File: config.mk
export PLATFORM = sky130hd
export DESIGN_NAME = lsu_store_align
export DESIGN_NICKNAME = d
export VERILOG_FILES = /design/src/rtl/lsu_store_align_pkg.sv /design/src/rtl/lsu_store_align_st_lane_gen.sv /design/src/rtl/lsu_store_align.sv
export SDC_FILE = /design/constraint.sdc
export NUM_CORES = 1
export LEC_CHECK = 0
export ABC_AREA = 1
export ABC_CLOCK_PERIOD_IN_PS = 1300
export CORE_ASPECT_RATIO = 2
export CORE_UTILIZATION = 30
export CTS_CLUSTER_DIAMETER = 50
export DETAILED_ROUTE_END_ITERATION = 7
export GPL_ROUTABILITY_DRIVEN = 1
export PLACE_DENSITY = 0.66
export SYNTH_ARGS = -nofsm -noshare
export SYNTH_HDL_FRONTEND = slang
export SYNTH_HIERARCHICAL = 1
export SYNTH_SLANG_ARGS = --single-unit
File: constraint.sdc
create_clock -name clk -period 1.3 [get_ports clk]
set_input_delay 0.26 -clock clk [delete_from_list [all_inputs] [get_ports clk]]
set_output_delay 0.26 -clock clk [all_outputs]
set_load 0.1 [all_outputs]
File: src/rtl/lsu_store_align_pkg.sv
`default_nettype none
// ============================================================================
//  Module   : lsu_store_align_pkg
//  Brief    : Shared store-size codes, FSM encoding and widths for the store path
//  Revision : 1.0  initial release
// ============================================================================
package lsu_store_align_pkg;

    localparam int ST_DATA_W = 32;
    localparam int ST_STRB_W = ST_DATA_W / 8;

    localparam logic [1:0] ST_SIZE_B = 2'b00;
    localparam logic [1:0] ST_SIZE_H = 2'b01;
    localparam logic [1:0] ST_SIZE_W = 2'b10;

    typedef enum logic [1:0] {
        ST_IDLE = 2'd0,
        ST_REQ  = 2'd1,
        ST_RESP = 2'd2
    } st_state_e;

endpackage : lsu_store_align_pkg
`default_nettype wire

File: src/rtl/lsu_store_align_st_lane_gen.sv
`default_nettype none
// ============================================================================
//  Module   : st_lane_gen
//  Brief    : Byte-lane strobes, replicated write data and misalign/illegal flag
//  Revision : 1.0  initial release
// ============================================================================
module st_lane_gen
    import lsu_store_align_pkg::*;
(
    input  logic [1:0]           size,
    input  logic [1:0]           addr_lo,
    input  logic [ST_DATA_W-1:0] data,
    output logic [ST_STRB_W-1:0] strb,
    output logic [ST_DATA_W-1:0] lane_data,
    output logic                 misaligned
);

    always_comb begin
        strb       = '0;
        lane_data  = '0;
        misaligned = 1'b0;
        case (size)
            ST_SIZE_B: begin
                strb      = 4'b0001 << addr_lo;
                lane_data = {4{data[7:0]}};
            end
            ST_SIZE_H: begin
                strb       = addr_lo[1] ? 4'b1100 : 4'b0011;
                lane_data  = {2{data[15:0]}};
                misaligned = addr_lo[0];
            end
            ST_SIZE_W: begin
                strb       = 4'b1111;
                lane_data  = data;
                misaligned = |addr_lo;
            end
            // size 2'b11 is reported the same way as a misaligned access
            default: misaligned = 1'b1;
        endcase
    end

endmodule : st_lane_gen
`default_nettype wire

File: src/rtl/lsu_store_align.sv
`default_nettype none
// ============================================================================
//  Module   : lsu_store_align
//  Brief    : LSU store path: alignment check, single-outstanding bus write, EXU stall
//  Revision : 1.0  initial release
// ============================================================================
module lsu_store_align
    import lsu_store_align_pkg::*;
#(
    parameter int ADDR_W = 32,
    parameter int DATA_W = 32
) (
    input  logic              clk,
    input  logic              reset,
    input  logic              st_valid,
    output logic              st_ready,
    input  logic [1:0]        st_size,
    input  logic [ADDR_W-1:0] st_addr,
    input  logic [DATA_W-1:0] st_data,
    output logic              st_done,
    output logic              st_ale,
    output logic              st_bus_err,
    output logic              wr_valid,
    input  logic              wr_ready,
    output logic [ADDR_W-1:0] wr_addr,
    output logic [DATA_W-1:0] wr_data,
    output logic [3:0]        wr_strb,
    input  logic              wr_resp_valid,
    input  logic              wr_resp_err,
    output logic              wr_resp_ready
);

    st_state_e         state_q, state_d;
    logic [ADDR_W-1:0] addr_q, addr_d;
    logic [DATA_W-1:0] data_q, data_d;
    logic [3:0]        strb_q, strb_d;
    logic              done_q, done_d;
    logic              ale_q, ale_d;
    logic              bus_err_q, bus_err_d;

    logic [3:0]        lane_strb;
    logic [DATA_W-1:0] lane_data;
    logic              lane_misaligned;

    st_lane_gen u_lane_gen (
        .size       (st_size),
        .addr_lo    (st_addr[1:0]),
        .data       (st_data),
        .strb       (lane_strb),
        .lane_data  (lane_data),
        .misaligned (lane_misaligned)
    );

    always_comb begin
        state_d   = state_q;
        addr_d    = addr_q;
        data_d    = data_q;
        strb_d    = strb_q;
        done_d    = 1'b0;
        ale_d     = 1'b0;
        bus_err_d = 1'b0;
        case (state_q)
            ST_IDLE: begin
                if (st_valid) begin
                    if (lane_misaligned) begin
                        done_d = 1'b1;
                        ale_d  = 1'b1;
                    end else begin
                        addr_d  = {st_addr[ADDR_W-1:2], 2'b00};
                        data_d  = lane_data;
                        strb_d  = lane_strb;
                        state_d = ST_REQ;
                    end
                end
            end
            ST_REQ: begin
                if (wr_ready) state_d = ST_RESP;
            end
            ST_RESP: begin
                if (wr_resp_valid) begin
                    state_d   = ST_IDLE;
                    done_d    = 1'b1;
                    bus_err_d = wr_resp_err;
                end
            end
            default: state_d = ST_IDLE;
        endcase
    end

    always_ff @(posedge clk) begin
        if (reset) begin
            state_q   <= ST_IDLE;
            addr_q    <= '0;
            data_q    <= '0;
            strb_q    <= '0;
            done_q    <= 1'b0;
            ale_q     <= 1'b0;
            bus_err_q <= 1'b0;
        end else begin
            state_q   <= state_d;
            addr_q    <= addr_d;
            data_q    <= data_d;
            strb_q    <= strb_d;
            done_q    <= done_d;
            ale_q     <= ale_d;
            bus_err_q <= bus_err_d;
        end
    end

    // Handshake outputs decode straight from state; bus payload comes only from flops
    assign st_ready      = (state_q == ST_IDLE);
    assign wr_valid      = (state_q == ST_REQ);
    assign wr_resp_ready = (state_q == ST_RESP);
    assign wr_addr       = addr_q;
    assign wr_data       = data_q;
    assign wr_strb       = strb_q;
    assign st_done       = done_q;
    assign st_ale        = ale_q;
    assign st_bus_err    = bus_err_q;

endmodule : lsu_store_align
`default_nettype wire

Word-level counts from Yosys, hierarchy flattened:

Cells that the tools add are included.

* eq/ne operators: 8
* shift-type cells: 1
* mux-type cells: 13
* bitwise operators: 4
* reduce and logical (&&, ||, !) cells: 7

Operator list (count)
* $pmux 32 s3: 1
* $pmux 4 s3: 1
* $mux 2: 4
* $ne 2x2->1 const B: 3
* $pmux 2 s3: 1
* $eq 2x1->1 const B: 2
* $eq 2x2->1 const B: 2
* $logic_not 2->1: 2
* $mux 4: 1
* $not 1->1: 4
* $reduce_and 4->1: 1
* $reduce_or 2->1: 2
* $shl 1x2->4 const A: 1
* $mux 1: 3
* $pmux 1 s3: 1
* $reduce_and 3->1: 1
* $reduce_or 3->1: 1
* $ne 2x1->1 const B: 1
* $pmux 1 s2: 1

* bits in registers: 71
* input bits: 72
* output and inout bits: 74
* word-level logic and storage cells: 40

Longest topological paths before layout:

* depth in word-level cells: 5
* depth in mapped cells: 9
* depth with buffers taken out: 9

Cells and area by module:

The synthesis kept the hierarchy.

By module, submodules not included
* lsu_store_align: instances 1, cells each 462, area each 3130.5 µm², seq. area each 1421.4 µm²
* st_lane_gen: instances 1, cells each 108, area each 498.0 µm², seq. area each 0.0 µm²

Worst setup path after synthesis:

No wires, ideal clock.

* kind: register to register
* from: register state_q[1]
* to: register bus_err_q, in the netlist st_bus_err
* setup time: 0.073 ns
* arrival time: 2.066 ns
* required time: 1.227 ns
* slack: -0.839 ns
* stages on the path, launching flop included: 5
* buffers on the path: 0
* period minus slack after synthesis: 2.139 ns
* cell sequence: dfxtp_1 inv_1 nor2_1 nand3_1 nor2_1

* cells in the longest elaborated chain, start to end: 3

RTL lines
* start: declaration: RTL line lsu_store_align.sv:33 `st_state_e state_q, state_d;`
* start signal: assignment: RTL line lsu_store_align.sv:100 `state_q <= state_d;`
* $eq 2x2->1
* via wr_resp_ready: RTL line lsu_store_align.sv:30 `output logic wr_resp_ready`
* $not 1->1 (no line)
* $reduce_or 3->1 (no line)
* end signal: assignment: RTL line lsu_store_align.sv:106 `bus_err_q <= bus_err_d;`
* end: declaration: RTL line lsu_store_align.sv:39 `logic bus_err_q, bus_err_d;`

The timed path passes the listed nets, and every way through them passes these cells.
A chain may end at the register's enable or synchronous reset.

Final worst setup path:

* from: register state_q[0]
* to: output port st_ready

* cells in the longest elaborated chain, start to end: 1

RTL lines
* $logic_not 2->1: RTL line lsu_store_align.sv:111 `assign st_ready = (state_q == ST_IDLE);`
* end: declaration: RTL line lsu_store_align.sv:16 `output logic st_ready,`

No other way between the ends.

==> metrics.md <==
| Metric | Value |
|---|---|
| Status | `finished, violations left` |
| Failing checks | `negative setup slack` |
| 1st-iter DRT viols | `146` |
| Pwr dens | `1230 mW/mm^2` |
| Hold buffers post-CTS | `0` |
| Cell Rows | `56` |
| CTS tree | `yes` |
| Worst Setup End Kind | `output port` |
| Pre-CTS WS | `-0.616 ns` |
| Hold Path Depth | `3` |
| Reg2reg end | `wr_data[17]$_SDFFE_PP0P_` |
| Number of global-route vias before repair | `4071` |
| DRT Wirelength | `13200 um` |
| Share of layout cells above drive strength 1 | `0.218` |
| Placed cell area | `0.00601 sq mm` |
| Min-delay src | `st_valid` |
| Cell count after synthesis | `570` |
| DIE AREA | `0.0126 sq mm` |
| Post-Synth Adder-Cell Area | `0` |
| Dpl hpwl | `8830 um` |
| WP data arrival | `1.12 ns` |
| Routed vias | `4156` |
| Unique cell type count in the Yosys netlist | `17` |
| Synth Area in Simple Gates | `0.342` |
| Die W | `79.8 um` |
| Overall Global Routing Usage | `0.211` |
| Combinational family with the most area after synthesis | `simple AND/OR/NAND/NOR gates` |
| CP max stage cell | `dfxtp_4` |
| Synth Area in Compound Gates | `0.112` |
| TritonRoute pass-1 iters | `4` |
| Main area contributors after synthesis | `dfxtp_1 39%, nand3_1 16%, a21oi_1 9.4%` |
| Core Region | `0.0118 sq mm` |
| Most frequent cells in the layout | `115 x nand3_1, 90 x nand2_1, 87 x buf_12` |
| First-pass GRT wire length | `20100 um` |
| Leakage | `3.13 nW` |
| Crit-path max cell delay | `0.36 ns` |
| Maximum level of the CTS H-tree | `3` |
| Final min period | `1.38 ns` |
| Antenna-violating nets left | `0` |
| CTS Buf Count | `9` |
| Worst Hold Class | `primary input to flop` |
| Fin area | `0.00687 sq mm` |
| Max Fclk | `723 MHz` |
| Number of synthesis warnings | `6` |
| Pwr Total | `8.43 mW` |
| Max IR drop VDD | `0.000952 V` |
| RSZ-0062 raised after global routing | `true` |
| FF-to-FF setup slack | `-0.02 ns` |
| Routed len/inst | `15.0 um` |
| Worst clock skew | `0.00500 ns` |
| Post-route DRC | `0` |
| Worst path most repeated cell | `buf_12` |
| Synthesis-to-finish area growth | `89.2%` |
| Starting density of the core | `0.308` |
| Worst skew pair latency | `0.34 ns` |
| CP Max Fanout | `3` |
| Yosys top cell area share | `0.392` |
| FF-to-FF path depth | `6` |
| Initial antenna violation count | `2` |
| PnR worst setup slack | `-0.0834 ns` |
| Final period util | `1.06` |
| Clock Path Buffers | `2` |
| Cell family with most CP delay | `flip-flops` |
| Setup-failing EPs final | `5` |
| Synthesized flop and latch total | `71` |
| Synth Cell Area | `0.00363 sq mm` |
| Xor/xnor share of the synthesized area | `0` |
| Critical path depth in cells | `3` |
| Post-synthesis mux area share | `0` |
| Post-layout nets | `800` |
| Vias per inst | `4.72` |
| Die Y | `158 um` |
| CP Class | `flop to output port` |
| Crit path cell chain | `nor2_4 -> buf_12 -> buf_12` |
| Area leader, netlist | `dfxtp_1` |
| Hold Path Sink | `st_ale$_SDFF_PP0_` |
| WP data required | `1.04 ns` |
| Max-slew violations | `0` |
| Startpoint types | `flop` |
| Worst r2r src | `state_q[0]$_SDFFE_PP0P_` |
| GPL Wtd Cong | `0.881` |
| IO Port Bufs | `143` |
| Seq/Total Area, Yosys | `0.392` |
| Clock Sinks | `71` |
| Reg clk slew, reported paths | `0.05 ns` |
| Root Driver | `clkbuf_16` |
| Commonest non-fill, non-tap cell in the layout | `nand3_1` |
| Total grt overflow | `0` |
| Final hold violations | `0` |
| Max-cap violations | `0` |
| Syn_area_per_cell | `6.37 sq um` |
| CP bufs+invs | `2` |
| IO Count | `146` |
| Largest net degree at the start of global routing | `32` |
[report_power, final]
part | internal, mW | total (mW) | switching [mW]
Sequential | 2.34 | 2.52 | 0.182
Combinational | 1.29 | 3.23 | 1.94
Clock | 1.78 | 2.69 | 0.904
[layout make-up]
class	instances	area [sq um]
well taps	145	181
flip-flops and latches	71	1430
clock inverters	3	65.1
inverters	85	324
multi-input cells	371	1740
repair buffers	190	2870
clock buffers	13	260
diodes	2	5.00
fillers	1021	4900
[cells in the mapped netlist, drive strengths merged]
cell    count
nand3     115
nand2      90
inv        84
nor2       83
dfxtp      71
a21oi      68
buf        39
o21ai      13
clkbuf      5
clkinv      1
conb        1
[worst max-delay path by stage]
stage	startpoint	to	slack, ns
floorplan	state_q[1]$_SDFFE_PP0P_	st_bus_err$_SDFF_PP0_	-0.03
global placement	st_size[1]	wr_data[13]$_SDFFE_PP0P_	-0.59
detailed placement	st_size[0]	wr_strb[3]$_SDFFE_PP0P_	-0.62
CTS	state_q[0]$_SDFFE_PP0P_	st_ready	-0.08
global route	state_q[0]$_SDFFE_PP0P_	st_ready	-0.11
finish	state_q[0]$_SDFFE_PP0P_	st_ready	-0.08
[sequential cells by signal, summed over array words and instances (netlist names)]
name / count
st_done: 1
wr_strb: 4
st_ale: 1
state_q: 2
wr_addr: 30
st_bus_err: 1
wr_data: 32
[kinds of logic after synthesis]
kind of cell           count (synthesis)
AOI/OAI and AO/OA                     81
buffers and inverters                129
DFF                                   71
other                                  1
and+or+nand+nor                      288
[tightest hold or removal path, delay by kind of cell]
kind / cells / cell delay, ns
buf+inv: 1 / 0.14
simple gates: 2 / 0.14
[per-layer routing]
layer	GRT usage	vias to the layer above	share of wire
li1	-	2110	-
met4	0.123	0	0.042
met5	0	-	0
met1	0.214	1876	0.35
met3	0.0365	30	0.043
met2	0.390	140	0.56
[per-stage QoR]
stage | utilization | std cells | setup TNS [ns] | hold slack [ns]
final | 0.583 | 880 | -0.238 | 0.244
after CTS | 0.570 | 871 | -0.205 | 0.441
after detailed placement | 0.511 | 837 | -37.53 | 0.528
after global routing | 0.583 | 880 | -1.31 | 0.247
after floorplan | - | 571 | -0.0634 | 0.322
after global placement | 0.511 | 837 | -35.84 | 0.523
[timing repair]
action	in CTS	in global routing
resized for setup	38	14
gates cloned	6	3
buffers inserted	12	4
pin swaps	5	6
setup endpoints to repair	70	68
No activity file was read; power rests on OpenSTA's default activity.
